===== config.mk =====
export PLATFORM = sky130hd
export DESIGN_NAME = clk_div_multi
export DESIGN_NICKNAME = d
export VERILOG_FILES = /design/src/rtl/clk_div_pkg.sv /design/src/rtl/clk_div_ch.sv /design/src/rtl/clk_div_multi.sv
export SDC_FILE = /design/constraint.sdc
export NUM_CORES = 1
export LEC_CHECK = 0
export CAP_MARGIN = 30
export CELL_PAD_IN_SITES_DETAIL_PLACEMENT = 0
export CELL_PAD_IN_SITES_GLOBAL_PLACEMENT = 1
export CORE_ASPECT_RATIO = 0.6
export CORE_MARGIN = 2
export CORE_UTILIZATION = 48
export CTS_CLUSTER_SIZE = 12
export DETAILED_ROUTE_END_ITERATION = 8
export PLACE_DENSITY = 0.86
export SLEW_MARGIN = 20
export SYNTH_ARGS = -nofsm -noshare
export SYNTH_HDL_FRONTEND = slang
export SYNTH_SLANG_ARGS = --single-unit

===== constraint.sdc =====
create_clock -name clk_i -period 7.34 [get_ports clk_i]
set_clock_uncertainty 0.2 [all_clocks]
set_input_delay 2.202 -clock clk_i [delete_from_list [all_inputs] [get_ports clk_i]]
set_output_delay 2.202 -clock clk_i [all_outputs]
set_load 0.005 [all_outputs]

===== src/rtl/clk_div_pkg.sv =====
// Shared types and defaults for the multi-channel clock/tick divider.
package clk_div_pkg;

  typedef enum logic {DIV_MODE_PULSE, DIV_MODE_SQUARE} div_mode_e;

  localparam int unsigned DIV_RATIO_WIDTH = 16;

endpackage


===== src/rtl/clk_div_ch.sv =====
// One divider channel: period counter, shadow config with pending flag,
// and registered tick/clock/applied outputs.
module clk_div_ch
  import clk_div_pkg::*;
#(
  parameter int unsigned RATIO_WIDTH = DIV_RATIO_WIDTH,
  parameter int unsigned RESET_RATIO = 2
) (
  input  logic                   clk_i,
  input  logic                   rst_ni,
  input  logic                   en_i,
  input  logic                   sync_i,
  input  logic                   cfg_valid_i,
  output logic                   cfg_ready_o,
  input  logic [RATIO_WIDTH-1:0] cfg_ratio_i,
  input  logic                   cfg_mode_i,
  output logic                   cfg_applied_o,
  output logic                   tick_o,
  output logic                   clk_o
);

  localparam logic [RATIO_WIDTH-1:0] RESET_R =
    (RESET_RATIO == 0) ? RATIO_WIDTH'(1) : RATIO_WIDTH'(RESET_RATIO);

  logic [RATIO_WIDTH-1:0] cnt_q, cnt_d;
  logic [RATIO_WIDTH-1:0] ratio_q, ratio_d;
  logic [RATIO_WIDTH-1:0] shadow_ratio_q, shadow_ratio_d;
  div_mode_e              mode_q, mode_d;
  div_mode_e              shadow_mode_q, shadow_mode_d;
  logic                   pend_q, pend_d;
  logic                   tick_q, tick_d;
  logic                   clk_q, clk_d;
  logic                   applied_q, applied_d;

  logic [RATIO_WIDTH-1:0] last;
  logic [RATIO_WIDTH-1:0] half;
  logic                   boundary;
  logic                   accept;
  logic                   apply;

  // Ratios are stored already mapped 0 -> 1, so ratio_q - 1 never wraps.
  always_comb begin
    last     = ratio_q - RATIO_WIDTH'(1);
    boundary = (cnt_q == last);
    accept   = cfg_valid_i & ~pend_q;
    apply    = pend_q & (~en_i | sync_i | boundary);

    cnt_d          = cnt_q;
    ratio_d        = ratio_q;
    mode_d         = mode_q;
    shadow_ratio_d = shadow_ratio_q;
    shadow_mode_d  = shadow_mode_q;
    pend_d         = pend_q;
    tick_d         = 1'b0;
    clk_d          = 1'b0;
    applied_d      = 1'b0;

    if (accept) begin
      shadow_ratio_d = (cfg_ratio_i == '0) ? RATIO_WIDTH'(1) : cfg_ratio_i;
      shadow_mode_d  = div_mode_e'(cfg_mode_i);
      pend_d         = 1'b1;
    end

    if (apply) begin
      ratio_d   = shadow_ratio_q;
      mode_d    = shadow_mode_q;
      pend_d    = 1'b0;
      applied_d = 1'b1;
    end

    half = (ratio_d >> 1) + {{(RATIO_WIDTH-1){1'b0}}, ratio_d[0]};

    // A new config only lands at a boundary/sync/disable edge, where the
    // counter restarts at 0, so the first period after a change is never a runt.
    if (!en_i) begin
      cnt_d = '0;
    end else if (sync_i) begin
      cnt_d = '0;
      clk_d = (mode_d == DIV_MODE_SQUARE);
    end else if (boundary) begin
      cnt_d  = '0;
      tick_d = 1'b1;
      clk_d  = 1'b1;
    end else begin
      cnt_d = cnt_q + RATIO_WIDTH'(1);
      clk_d = (mode_d == DIV_MODE_SQUARE) && (cnt_d < half);
    end
  end

  always_ff @(posedge clk_i or negedge rst_ni) begin
    if (!rst_ni) begin
      cnt_q          <= '0;
      ratio_q        <= RESET_R;
      mode_q         <= DIV_MODE_PULSE;
      shadow_ratio_q <= RESET_R;
      shadow_mode_q  <= DIV_MODE_PULSE;
      pend_q         <= 1'b0;
      tick_q         <= 1'b0;
      clk_q          <= 1'b0;
      applied_q      <= 1'b0;
    end else begin
      cnt_q          <= cnt_d;
      ratio_q        <= ratio_d;
      mode_q         <= mode_d;
      shadow_ratio_q <= shadow_ratio_d;
      shadow_mode_q  <= shadow_mode_d;
      pend_q         <= pend_d;
      tick_q         <= tick_d;
      clk_q          <= clk_d;
      applied_q      <= applied_d;
    end
  end

  assign cfg_ready_o   = ~pend_q;
  assign cfg_applied_o = applied_q;
  assign tick_o        = tick_q;
  assign clk_o         = clk_q;

endmodule


===== src/rtl/clk_div_multi.sv =====
// Multi-channel programmable clock/tick divider: NUM_CH independent
// channels sharing one sync input for phase alignment.
module clk_div_multi
  import clk_div_pkg::*;
#(
  parameter int unsigned NUM_CH      = 4,
  parameter int unsigned RATIO_WIDTH = DIV_RATIO_WIDTH,
  parameter int unsigned RESET_RATIO = 2
) (
  input  logic                                clk_i,
  input  logic                                rst_ni,
  input  logic [NUM_CH-1:0]                   en_i,
  input  logic                                sync_i,
  input  logic [NUM_CH-1:0]                   cfg_valid_i,
  output logic [NUM_CH-1:0]                   cfg_ready_o,
  input  logic [NUM_CH-1:0][RATIO_WIDTH-1:0]  cfg_ratio_i,
  input  logic [NUM_CH-1:0]                   cfg_mode_i,
  output logic [NUM_CH-1:0]                   cfg_applied_o,
  output logic [NUM_CH-1:0]                   tick_o,
  output logic [NUM_CH-1:0]                   clk_o
);

  for (genvar g = 0; g < NUM_CH; g++) begin : g_ch
    clk_div_ch #(
      .RATIO_WIDTH (RATIO_WIDTH),
      .RESET_RATIO (RESET_RATIO)
    ) u_ch (
      .clk_i         (clk_i),
      .rst_ni        (rst_ni),
      .en_i          (en_i[g]),
      .sync_i        (sync_i),
      .cfg_valid_i   (cfg_valid_i[g]),
      .cfg_ready_o   (cfg_ready_o[g]),
      .cfg_ratio_i   (cfg_ratio_i[g]),
      .cfg_mode_i    (cfg_mode_i[g]),
      .cfg_applied_o (cfg_applied_o[g]),
      .tick_o        (tick_o[g]),
      .clk_o         (clk_o[g])
    );
  end

endmodule


==> results of run 1 <==
[where the power goes]
part           switching [uW]  total (uW)  internal, uW
clock                     487        1170           682
combinational             794        1540           744
sequential                466        1900          1440
total                    1750        4610          2860
[cell families after synthesis]
kind of cell    count (synthesis)  synth area share
buf+inv                       141            0.0438
xor+xnor                      199             0.116
simple gates                  585             0.208
mux                           156             0.114
compound gates                200            0.0927
flops                         216             0.361
fa+ha+maj                      77            0.0641
[synthesized netlist by cell type, types with 5 or more instances]
| library cell | number | area (um2) |
|---|---|---|
| dfrtp_1 | 208 | 5200 |
| nand2_1 | 109 | 409 |
| a21oi_1 | 40 | 200 |
| a41oi_1 | 7 | 61.3 |
| nor2b_1 | 55 | 344 |
| nand4_1 | 40 | 250 |
| nor2_1 | 87 | 327 |
| and2_1 | 23 | 144 |
| a31oi_1 | 5 | 31.3 |
| nor3_1 | 43 | 215 |
| mux2i_1 | 40 | 400 |
| o2111ai_1 | 5 | 43.8 |
| o211ai_1 | 10 | 75.1 |
| mux2_1 | 9 | 101 |
| xnor2_1 | 127 | 1110 |
| xor2_1 | 72 | 631 |
| a21o_1 | 10 | 75.1 |
| nand2b_1 | 16 | 100 |
| ha_1 | 76 | 951 |
| mux2_2 | 106 | 1190 |
| dfstp_2 | 8 | 210 |
| inv_1 | 44 | 165 |
| nand3_1 | 83 | 415 |
| and4_1 | 6 | 52.6 |
| nor4_1 | 28 | 175 |
| clkbuf_1 | 52 | 195 |
| or3_1 | 11 | 68.8 |
| a211oi_1 | 9 | 67.6 |
| and3_1 | 47 | 294 |
| a2111oi_0 | 5 | 43.8 |
| buf_2 | 17 | 85.1 |
| o31ai_1 | 9 | 67.6 |
| o21ai_0 | 44 | 220 |
| or4_1 | 9 | 67.6 |
| buf_4 | 20 | 150 |
[per-stage QoR]
step                total power (uW)  worst slack [ns]  hold slack [ns]
global route                    4900             0.269            0.331
detailed placement              3420             0.355            0.297
CTS                             4620             0.839            0.312
global placement                3360             0.417            0.292
floorplan                       2940              1.32            0.251
finish                          4610             0.699            0.311
[layer usage]
metal	share of wire	global-route usage	vias to the layer above
met3	0.061	0.0342	46
met2	0.41	0.340	344
met1	0.51	0.381	5830
met4	0.020	0.0509	0
met5	0	0	-
li1	-	-	5716
[worst max path at each step]
stage               slack [ns]  cells past startpoint            endpoint                    start
finish                    0.70                     22  g_ch[1].u_ch.clk_o  g_ch[1].u_ch.ratio_q[2]
global route              0.27                     21  g_ch[1].u_ch.clk_o  g_ch[1].u_ch.ratio_q[2]
CTS                       0.84                     22  g_ch[1].u_ch.clk_o  g_ch[1].u_ch.ratio_q[2]
detailed placement        0.36                     20  g_ch[1].u_ch.clk_o                   sync_i
global placement          0.42                     20  g_ch[1].u_ch.clk_o                   sync_i
floorplan                 1.32                     21  g_ch[0].u_ch.clk_o                   sync_i
[sequential cells by signal, summed over array words and instances (netlist names)]
signal and cells:
g_ch.u_ch.pend_q 4, g_ch.u_ch.ratio_q 64, g_ch.u_ch.shadow_ratio_q 64, g_ch.u_ch.cnt_q 64, g_ch.u_ch.clk_o 4, g_ch.u_ch.mode_q 4
g_ch.u_ch.tick_o 4, g_ch.u_ch.shadow_mode_q 4, g_ch.u_ch.cfg_applied_o 4
[worst register-to-register path, stage by stage, from the launching register on]
cell and delay (ns):
dfrtp_1 0.55, nor4_2 0.79, and2_1 0.28, a32oi_1 0.10
or4_1 0.44, a22o_1 0.45, o21ai_4 0.33, nand2_4 0.09
mux2_1 0.26, ha_1 0.33, ha_1 0.54, nand2_1 0.17
o31ai_1 0.25, nor3_1 0.09, xor2_1 0.16, ha_1 0.30
and3_1 0.14, a21oi_1 0.04, a31o_2 0.24, a41oi_1 0.44
nor2_1 0.10, o21ai_0 0.08, o311ai_0 0.14
[cell type report]
cell class	count	area, um2	share of cell area
Sequential cell	216	5420	0.321
Multi-Input combinational cell	1217	8930	0.530
Inverter	45	170	0.0101
Clock inverter	4	76.3	0.00453
Tap cell	416	520	0.0309
Timing Repair Buffer	111	1090	0.0646
Clock buffer	37	658	0.0390
==> out/qor.csv, run 1 <==
stage;metric;value;unit
worst_hold_path;min_to;g_ch[3].u_ch.mode_q;
power;powerDensity;274;mW/mm2
worst_setup_path;crit_arrival;6.84;ns
layout;synthToLayoutAreaGrowth;12.4;%
layout;num-nets-final;1769;
placed_design;io_buffer_count;94;
floorplan;die-area;0.0327;mm2
cts;root_buffer;clkbuf_16;
grt;grt_pass1_vias;11700;
timing;finalHoldViolCount;0;
cts;post-cts-setup-buffers;0;
drt;vias;11900;
drt;drc;0;
floorplan;io_pins;95;
timing;relSlewSlack;0.392;
worst_setup_path;path_buf_inv;0;
worst_setup_path;slowest_stage;nor4_2;
timing;worst_slew_pin_slew;0.904;ns
timing;fin_crit_sh;0.905;
yosys;yosysWarnings;0;
timing;finalMaxSlewViolations;0;
layout;layout_common_cells;dfrtp_1, xnor2_1, nand2_1;
worst_setup_path;cp_max_fo;15;
worst_setup_path;rr_worst_depth;22;
grt;grt_max_degree;124;
placed_design;hpwl;29200;um
worst_setup_path;critPathRequiredTime;7.54;ns
placed_design;dp_cells;2003;
cts;cts_tree;yes;
worst_hold_path;hold_depth;2;
layout;final_layout_size_suffix_gt1_frac;0.112;
worst_setup_path;r2r-start;g_ch[1].u_ch.ratio_q[2];
cts;cts-resized-gates;0;
grt;grt_usage;0.239;
cts;cts-buffers-inserted;23;
drt;via_per_inst;5.83;
timing;layout_min_cycle_time;6.64;ns
timing;grt_setup_unrepaired;no;
cts;cts-htree-levels;1;
cts;cts.clk_slew.worst_paths;0.07;ns
worst_setup_path;max_stage_delay;0.79;ns
timing;finalSetupViolations;0;
power;ir_drop;0.171;mV
grt;grt_overflow_total;0;
yosys;avgSynthCellArea;9.53;um2
layout;final_area;0.0169;mm2
cts;clock-sinks;216;
yosys;ys_ff_latch;216;
cts;cts-hold-fix-buffers;0;
floorplan;start_util;0.484;
yosys;yosysUniqueCellTypes;83;
cts;clk_path_buf_depth;3;
drt;drt-initial-drc-count;921;
placed_design;place_area;0.0161;mm2
worst_setup_path;path_delay_family;simple AND/OR/NAND/NOR gates;
drt;wl;38500;um
yosys;synth_ff_type;dfrtp_1;
worst_setup_path;worstSetupStartpointType;register;
worst_hold_path;hold_path_class;reg -> reg;
timing;max_freq;151;MHz
power;leakagePower;0.00704;uW
drt;wl_per_cell;18.8;um
layout;instances_no_fill;2046;
yosys;async_flop_share;1.00;
layout;fin_util;0.544;
floorplan;rows;50;
drt;firstDrtPassIters;5;
layout;final_common_cell;dfrtp_1;
yosys;yosysSeqAreaShare;0.361;
run_status;status;completed;
yosys;synth_cells;1574;
run;timing.max_cap.violations;0;
layout;antenna_cells;0;
cts;clk_latency;0.54;ns
drt;antenna_left;0;
worst_setup_path;crit_chain;nor4_2, and2_1, a32oi_1, or4_1, a22o_1, o21ai_4, nand2_4, mux2_1, ha_1, ha_1, nand2_1, o31ai_1, nor3_1, xor2_1, ha_1, and3_1, a21oi_1, a31o_2, a41oi_1, nor2_1, o21ai_0, o311ai_0;
layout;fillers;2786;
worst_setup_path;critPathKind;reg -> reg;
yosys;synth_edf_count;0;
worst_setup_path;r2r_end;g_ch[1].u_ch.clk_o;
placed_design;globalplace.congestion;0.873;
worst_setup_path;crit_path_frequent_cell;ha_1;
timing;fin_setup_tns;0;ns
yosys;synth.net_count;1729;
worst_hold_path;worstHoldStart;g_ch[3].u_ch.mode_q;
yosys;synth_area;0.0150;mm2
grt;grt_pass1_wl;63000;um
floorplan;die_w;232;um
grt;grt_antenna_before_repair;0;
floorplan;core-area;0.0310;mm2
worst_setup_path;endpoint_kind;register;
worst_setup_path;r2r_slack;0.70;ns
floorplan;dieHeight;141;um
(Power assumes the default switching activity.)
==> run 2: changes to the inputs <==
--- a/config.mk
+++ b/config.mk
@@ -10,11 +10,11 @@
 export CELL_PAD_IN_SITES_GLOBAL_PLACEMENT = 1
 export CORE_ASPECT_RATIO = 0.6
 export CORE_MARGIN = 2
-export CORE_UTILIZATION = 48
+export CORE_UTILIZATION = 51
 export CTS_CLUSTER_SIZE = 12
 export DETAILED_ROUTE_END_ITERATION = 8
-export PLACE_DENSITY = 0.86
-export SLEW_MARGIN = 20
+export PLACE_DENSITY = 0.91
+export SLEW_MARGIN = 25
 export SYNTH_ARGS = -nofsm -noshare
 export SYNTH_HDL_FRONTEND = slang
 export SYNTH_SLANG_ARGS = --single-unit
==> constraint.sdc (replaced) <==
create_clock -name clk_i -period 8.2 [get_ports clk_i]
set_clock_uncertainty 0.2 [all_clocks]
set_input_delay 2.46 -clock clk_i [delete_from_list [all_inputs] [get_ports clk_i]]
set_output_delay 2.46 -clock clk_i [all_outputs]
set_load 0.005 [all_outputs]
==> out/qor.csv, run 2 (synthesis gave the netlist of run 1 again) <==
stage;metric;value;unit;change
floorplan;rows;48;;-4.0%
worst_setup_path;worstSetupStartpointType;input pin;;
floorplan;die_w;225;um;-2.9%
cts;clock-sinks;216;;unchanged
drt;firstDrtPassIters;7;;+2
worst_setup_path;max_stage_delay;0.54;ns;-0.25 ns
layout;num-nets-final;1766;;-0.17%
placed_design;dp_cells;1960;;-2.1%
worst_setup_path;path_depth;20;;-9.1%
worst_setup_path;endpoint_kind;register;;
timing;grt_setup_unrepaired;no;;
cts;cts_tree;yes;;
cts;cts-hold-fix-buffers;0;;unchanged
drt;antenna_left;0;;unchanged
layout;final_common_cell;dfrtp_1;;
layout;synthToLayoutAreaGrowth;11.8;%;
worst_setup_path;slowest_stage;clkdlybuf4s50_1;;
drt;drt-initial-drc-count;967;;+5.0%
timing;relSlewSlack;0.449;;+0.0569
layout;final_area;0.0168;mm2;-0.58%
grt;grt_antenna_before_repair;0;;unchanged
placed_design;globalplace.congestion;0.926;;+6.0%
layout;final_layout_size_suffix_gt1_frac;0.111;;-0.00170
worst_setup_path;rr_worst_depth;24;;+9.1%
worst_setup_path;r2r_end;g_ch[1].u_ch.clk_o;;
floorplan;core-area;0.0288;mm2;-6.9%
worst_setup_path;crit_path_end;g_ch[0].u_ch.clk_o;;
cts;post-cts-setup-buffers;0;;unchanged
timing;fin_setup_tns;0;ns;unchanged
cts;clk_latency;0.53;ns;about the same
cts;cts-resized-gates;0;;unchanged
worst_setup_path;r2r-start;g_ch[1].u_ch.ratio_q[0];;
worst_setup_path;critPathKind;in -> reg;;
drt;wl_per_cell;18.8;um;-0.18%
drt;via_per_inst;5.92;;+1.5%
floorplan;die-area;0.0308;mm2;-5.7%
run_status;status;completed;;
timing;finalMaxSlewViolations;0;;unchanged
worst_setup_path;r2r_slack;1.31;ns;+0.61 ns
timing;layout_min_cycle_time;7.03;ns;
worst_setup_path;crit_path_frequent_cell;ha_1;;
timing;max_freq;142;MHz;
placed_design;place_ws;0.685;ns;+0.330 ns
power;leakagePower;0.00702;uW;-0.31%
worst_hold_path;hold_path_class;reg -> reg;;
layout;fin_util;0.581;;+0.0370
placed_design;hpwl;28500;um;-2.4%
cts;cts.clk_slew.worst_paths;0.06;ns;about the same
layout;top_regs;g_ch.u_ch.cnt_q x64, g_ch.u_ch.ratio_q x64, g_ch.u_ch.shadow_ratio_q x64;;
power;powerDensity;246;mW/mm2;-10%
grt;grt_max_degree;98;;-21%
timing;worst_slew_pin_slew;0.820;ns;-0.0838 ns
layout;instances_no_fill;2003;;-2.1%
worst_setup_path;worstSetupStartpoint;sync_i;;
placed_design;place_area;0.0160;mm2;-0.50%
worst_setup_path;crit_chain;clkdlybuf4s50_1, nand2b_1, a41o_1, nand2_2, clkinv_2, o21ai_0, ha_1, ha_1, nand2_1, nor2_1, and3_1, nand4_1, mux2i_1, xnor2_1, ha_1, nand4_1, nor3_1, a21oi_1, a211o_1, a31o_2;;
grt;grt_usage;0.250;;+0.0103
cts;clk_path_buf_depth;3;;unchanged
cts;cts-buffers-inserted;23;;unchanged
floorplan;dieHeight;137;um;-2.9%
placed_design;io_buffer_count;94;;unchanged
grt;grt_pass1_vias;11400;;-2.8%
drt;drc;0;;unchanged
timing;finalSetupViolations;0;;unchanged
floorplan;start_util;0.520;;+0.0359
cts;cts-htree-levels;1;;unchanged
grt;grt_overflow_total;0;;unchanged
cts;root_buffer;clkbuf_16;;
timing;layout_setup_ws;1.17;ns;+0.470 ns
floorplan;io_pins;95;;unchanged
layout;antenna_cells;0;;unchanged
worst_setup_path;cp_max_fo;28;;+13
worst_setup_path;critPathRequiredTime;8.43;ns;+0.89 ns
run;timing.max_cap.violations;0;;unchanged
worst_setup_path;path_delay_family;simple AND/OR/NAND/NOR gates;;
grt;grt_pass1_wl;61500;um;-2.4%
timing;finalHoldViolCount;0;;unchanged
power;ir_drop;0.144;mV;-16%
worst_setup_path;path_buf_inv;2;;+2
worst_setup_path;crit_arrival;7.26;ns;+0.42 ns
drt;vias;11900;;-0.63%
drt;wl;37600;um;-2.3%
timing;fin_crit_sh;0.857;;
layout;layout_common_cells;dfrtp_1, xnor2_1, nand2_1;;
run 2: final cells by class:
type	instances	area (um2)
sequential	216	5420
fill	2499	12100
clock inverter	5	81.3
tap	375	469
timing repair buffer	108	1050
inverter	45	170
clock buffer	37	648
multi-input combinational	1217	8930
run 2: per-stage QoR:
step / power, uW / hold slack [ns]
after floorplan: 2630 / 0.251
after global placement: 3000 / 0.291
after detailed placement: 3050 / 0.303
after CTS: 4120 / 0.318
after global routing: 4380 / 0.342
final: 4120 / 0.314
run 2: worst min path at each step:
stage	start	to	slack [ns]	depth (start not counted)
3_5_place_dp	g_ch[3].u_ch.shadow_mode_q	g_ch[3].u_ch.shadow_mode_q	0.30	1
6_report	g_ch[3].u_ch.shadow_mode_q	g_ch[3].u_ch.shadow_mode_q	0.31	1
2_1_floorplan	g_ch[3].u_ch.mode_q	g_ch[3].u_ch.mode_q	0.25	2
3_3_place_gp	g_ch[3].u_ch.shadow_mode_q	g_ch[3].u_ch.shadow_mode_q	0.29	1
4_1_cts	g_ch[3].u_ch.shadow_mode_q	g_ch[3].u_ch.shadow_mode_q	0.32	1
5_1_grt	g_ch[3].u_ch.shadow_mode_q	g_ch[3].u_ch.shadow_mode_q	0.34	1
run 2: metal layers:
metal  vias up  GRT usage  wire length (um)
met2       335      0.362             15400
met3        34     0.0318              2310
li1       5709          -                 -
met4         0     0.0408               517
met1      5783      0.398             19400
met5         -          0                 0
run 2: where the power goes:
group / internal, uW / switching (uW)
Combinational: 658 / 704
Sequential: 1290 / 419
Clock: 604 / 443
==> run 3: changes to the inputs <==
--- a/config.mk
+++ b/config.mk
@@ -13,6 +13,7 @@
 export CORE_UTILIZATION = 51
 export CTS_CLUSTER_SIZE = 12
 export DETAILED_ROUTE_END_ITERATION = 8
+export GPL_TIMING_DRIVEN = 0
 export PLACE_DENSITY = 0.91
 export SLEW_MARGIN = 25
 export SYNTH_ARGS = -nofsm -noshare
==> out/qor.csv, run 3 (synthesis gave the netlist of run 1 again) <==
stage;metric;value;unit;change
power;leakagePower;0.00724;uW;+3.1%
cts;clock-sinks;216;;unchanged
grt;grt_max_degree;81;;-17%
floorplan;rows;48;;unchanged
worst_setup_path;path_buf_inv;4;;+2
run;timing.max_cap.violations;0;;unchanged
floorplan;die-area;0.0308;mm2;unchanged
timing;fin_crit_sh;0.951;;+0.0937
worst_setup_path;path_delay_family;compound AO/OA/AOI/OAI gates;;
worst_setup_path;rr_worst_depth;25;;+4.2%
cts;clk_path_buf_depth;3;;unchanged
layout;seqCellArea;0.00542;mm2;unchanged
grt;grt_pass1_wl;63300;um;+2.9%
worst_setup_path;crit_path_end;g_ch[1].u_ch.clk_o;;
placed_design;io_buffer_count;94;;unchanged
drt;drt-initial-drc-count;990;;+2.4%
floorplan;die_w;225;um;unchanged
cts;post-cts-setup-buffers;0;;unchanged
power;ir_drop;0.164;mV;+14%
cts;cts.clk_slew.worst_paths;0.06;ns;about the same
drt;wl_per_cell;18.6;um;-0.77%
worst_setup_path;critPathKind;in -> reg;;
drt;wl;38900;um;+3.4%
worst_setup_path;path_depth;20;;unchanged
layout;top_regs;g_ch.u_ch.cnt_q x64, g_ch.u_ch.ratio_q x64, g_ch.u_ch.shadow_ratio_q x64;;
run_status;status;completed;;
worst_setup_path;critPathRequiredTime;8.39;ns;-0.04 ns
cts;cts-buffers-inserted;23;;unchanged
worst_setup_path;endpoint_kind;register;;
timing;relSlewSlack;0.441;;-0.00805
worst_setup_path;slowest_stage;clkdlybuf4s50_1;;
placed_design;hpwl;30100;um;+5.7%
worst_setup_path;cp_max_fo;10;;-64%
layout;layout_common_cells;dfrtp_1, xnor2_1, nand2_1;;
layout;antenna_cells;0;;unchanged
floorplan;io_pins;95;;unchanged
timing;max_freq;128;MHz;-9.8%
worst_hold_path;hold_path_class;reg -> reg;;
timing;grt_setup_unrepaired;no;;
drt;antenna_left;0;;unchanged
layout;multiInputGateArea;0.00892;mm2;about the same
grt;grt_overflow_total;0;;unchanged
power;powerDensity;241;mW/mm2;-1.8%
cts;clk_latency;0.53;ns;about the same
worst_setup_path;crit_chain;clkdlybuf4s50_1, clkbuf_2, nor2b_1, o21ai_4, nand2_4, buf_6, mux2_1, ha_1, ha_1, clkbuf_1, nand4_1, xnor2_1, mux2i_1, ha_1, a21o_1, a211oi_1, nand2_1, a21boi_0, a41oi_1, o311ai_0;;
placed_design;place_ws;-0.0824;ns;-0.767 ns
grt;grt_pass1_vias;12000;;+5.1%
worst_setup_path;worstSetupStartpointType;input pin;;
worst_setup_path;r2r_slack;0.84;ns;-0.47 ns
power;power.total;4150;uW;+0.75%
worst_setup_path;r2r_end;g_ch[1].u_ch.clk_o;;
worst_setup_path;r2r-start;g_ch[1].u_ch.ratio_q[0];;
layout;final_common_cell;dfrtp_1;;
floorplan;start_util;0.520;;unchanged
grt;grt_antenna_before_repair;0;;unchanged
placed_design;dp_cells;2045;;+4.3%
timing;fin_setup_tns;0;ns;unchanged
layout;final_layout_size_suffix_gt1_frac;0.123;;+0.0121
timing;finalHoldViolCount;0;;unchanged
cts;cts_tree;yes;;
timing;finalSetupViolations;0;;unchanged
floorplan;dieHeight;137;um;unchanged
worst_setup_path;crit_arrival;7.99;ns;+0.73 ns
drt;firstDrtPassIters;5;;-2
timing;whs;0.288;ns;-0.0256 ns
floorplan;core-area;0.0288;mm2;unchanged
layout;instances_no_fill;2087;;+4.2%
layout;num-nets-final;1850;;+4.8%
timing;worst_slew_pin_slew;0.832;ns;+0.0120 ns
cts;root_buffer;clkbuf_16;;
placed_design;globalplace.congestion;0.901;;-2.6%
drt;vias;12200;;+3.2%
timing;finalMaxSlewViolations;0;;unchanged
grt;grt_usage;0.258;;+0.00815
drt;via_per_inst;5.87;;-0.95%
worst_setup_path;max_stage_delay;0.58;ns;+0.04 ns
cts;cts-htree-levels;1;;unchanged
timing;layout_min_cycle_time;7.80;ns;+0.768 ns
worst_setup_path;worstSetupStartpoint;sync_i;;
timing;layout_setup_ws;0.402;ns;-0.768 ns
drt;drc;0;;unchanged
layout;synthToLayoutAreaGrowth;14.6;%;
layout;fillers;2493;;-0.24%
worst_setup_path;crit_path_frequent_cell;ha_1;;
## run 3: cell types whose count changed in the layout (fill, tap and decap cells not counted), sizes merged
cell | before | now
bufinv | 2 | 1
clkinv | 2 | 3
clkbuf | 38 | 90
buf | 14 | 47
clkinvlp | 1 | 0
## run 3: metrics by stage
stage,utilization,instance area [um2]
final,0.596,17200
after global routing,0.596,17200
after CTS,0.596,17200
after detailed placement,0.571,16500
after global placement,0.569,16400
after floorplan,-,15000
## run 3: power by group
part / internal [uW] / total, uW / switching (uW)
Clock: 589 / 1030 / 437
Sequential: 1290 / 1520 / 236
Combinational: 710 / 1600 / 886
## run 3: worst reg2reg max path, delay by kind of cell, from the launching register on
family / cells / cell delay (ns)
and+or+nand+nor: 6 / 1.59
DFF: 1 / 0.33
muxes: 2 / 0.39
buffers and inverters: 5 / 1.14
adders and majority gates: 4 / 1.15
xor gates and xnor gates: 1 / 0.19
AOI/OAI and AO/OA: 7 / 2.23
## run 3: how the worst min path moves through the flow
stage | cells past startpoint | startpoint | end | slack (ns)
finish | 2 | g_ch[3].u_ch.mode_q | g_ch[3].u_ch.mode_q | 0.29
global route | 1 | g_ch[3].u_ch.shadow_mode_q | g_ch[3].u_ch.shadow_mode_q | 0.33
CTS | 2 | g_ch[3].u_ch.mode_q | g_ch[3].u_ch.mode_q | 0.30
detailed placement | 2 | g_ch[3].u_ch.mode_q | g_ch[3].u_ch.mode_q | 0.29
global placement | 2 | g_ch[3].u_ch.mode_q | g_ch[3].u_ch.mode_q | 0.29
floorplan | 2 | g_ch[3].u_ch.mode_q | g_ch[3].u_ch.mode_q | 0.25
## run 3: layout make-up
class                   instances  area share
plain buffers                  96      0.0284
clock buffers                  38      0.0391
clock inverters                 4     0.00284
inverters                      45     0.00990
multi-input cells            1217       0.519
flip-flops and latches        216       0.315
well taps                     375      0.0273
repair buffers                 96      0.0582
## run 3: layer usage
layer,track usage,up-vias,share of wire,wire [um]
met4,0.0471,0,0.015,596
met5,0,-,0,0
met2,0.374,378,0.41,15800
met3,0.0489,39,0.069,2690
li1,-,5882,-,-
met1,0.399,5942,0.51,19800
## run 3: timing repair
item | in CTS | in global routing
endpoints found under the hold margin | 0 | 0
hold buffers | 0 | 0
endpoints found under the setup margin | 0 | 1
resized for setup | 0 | 2
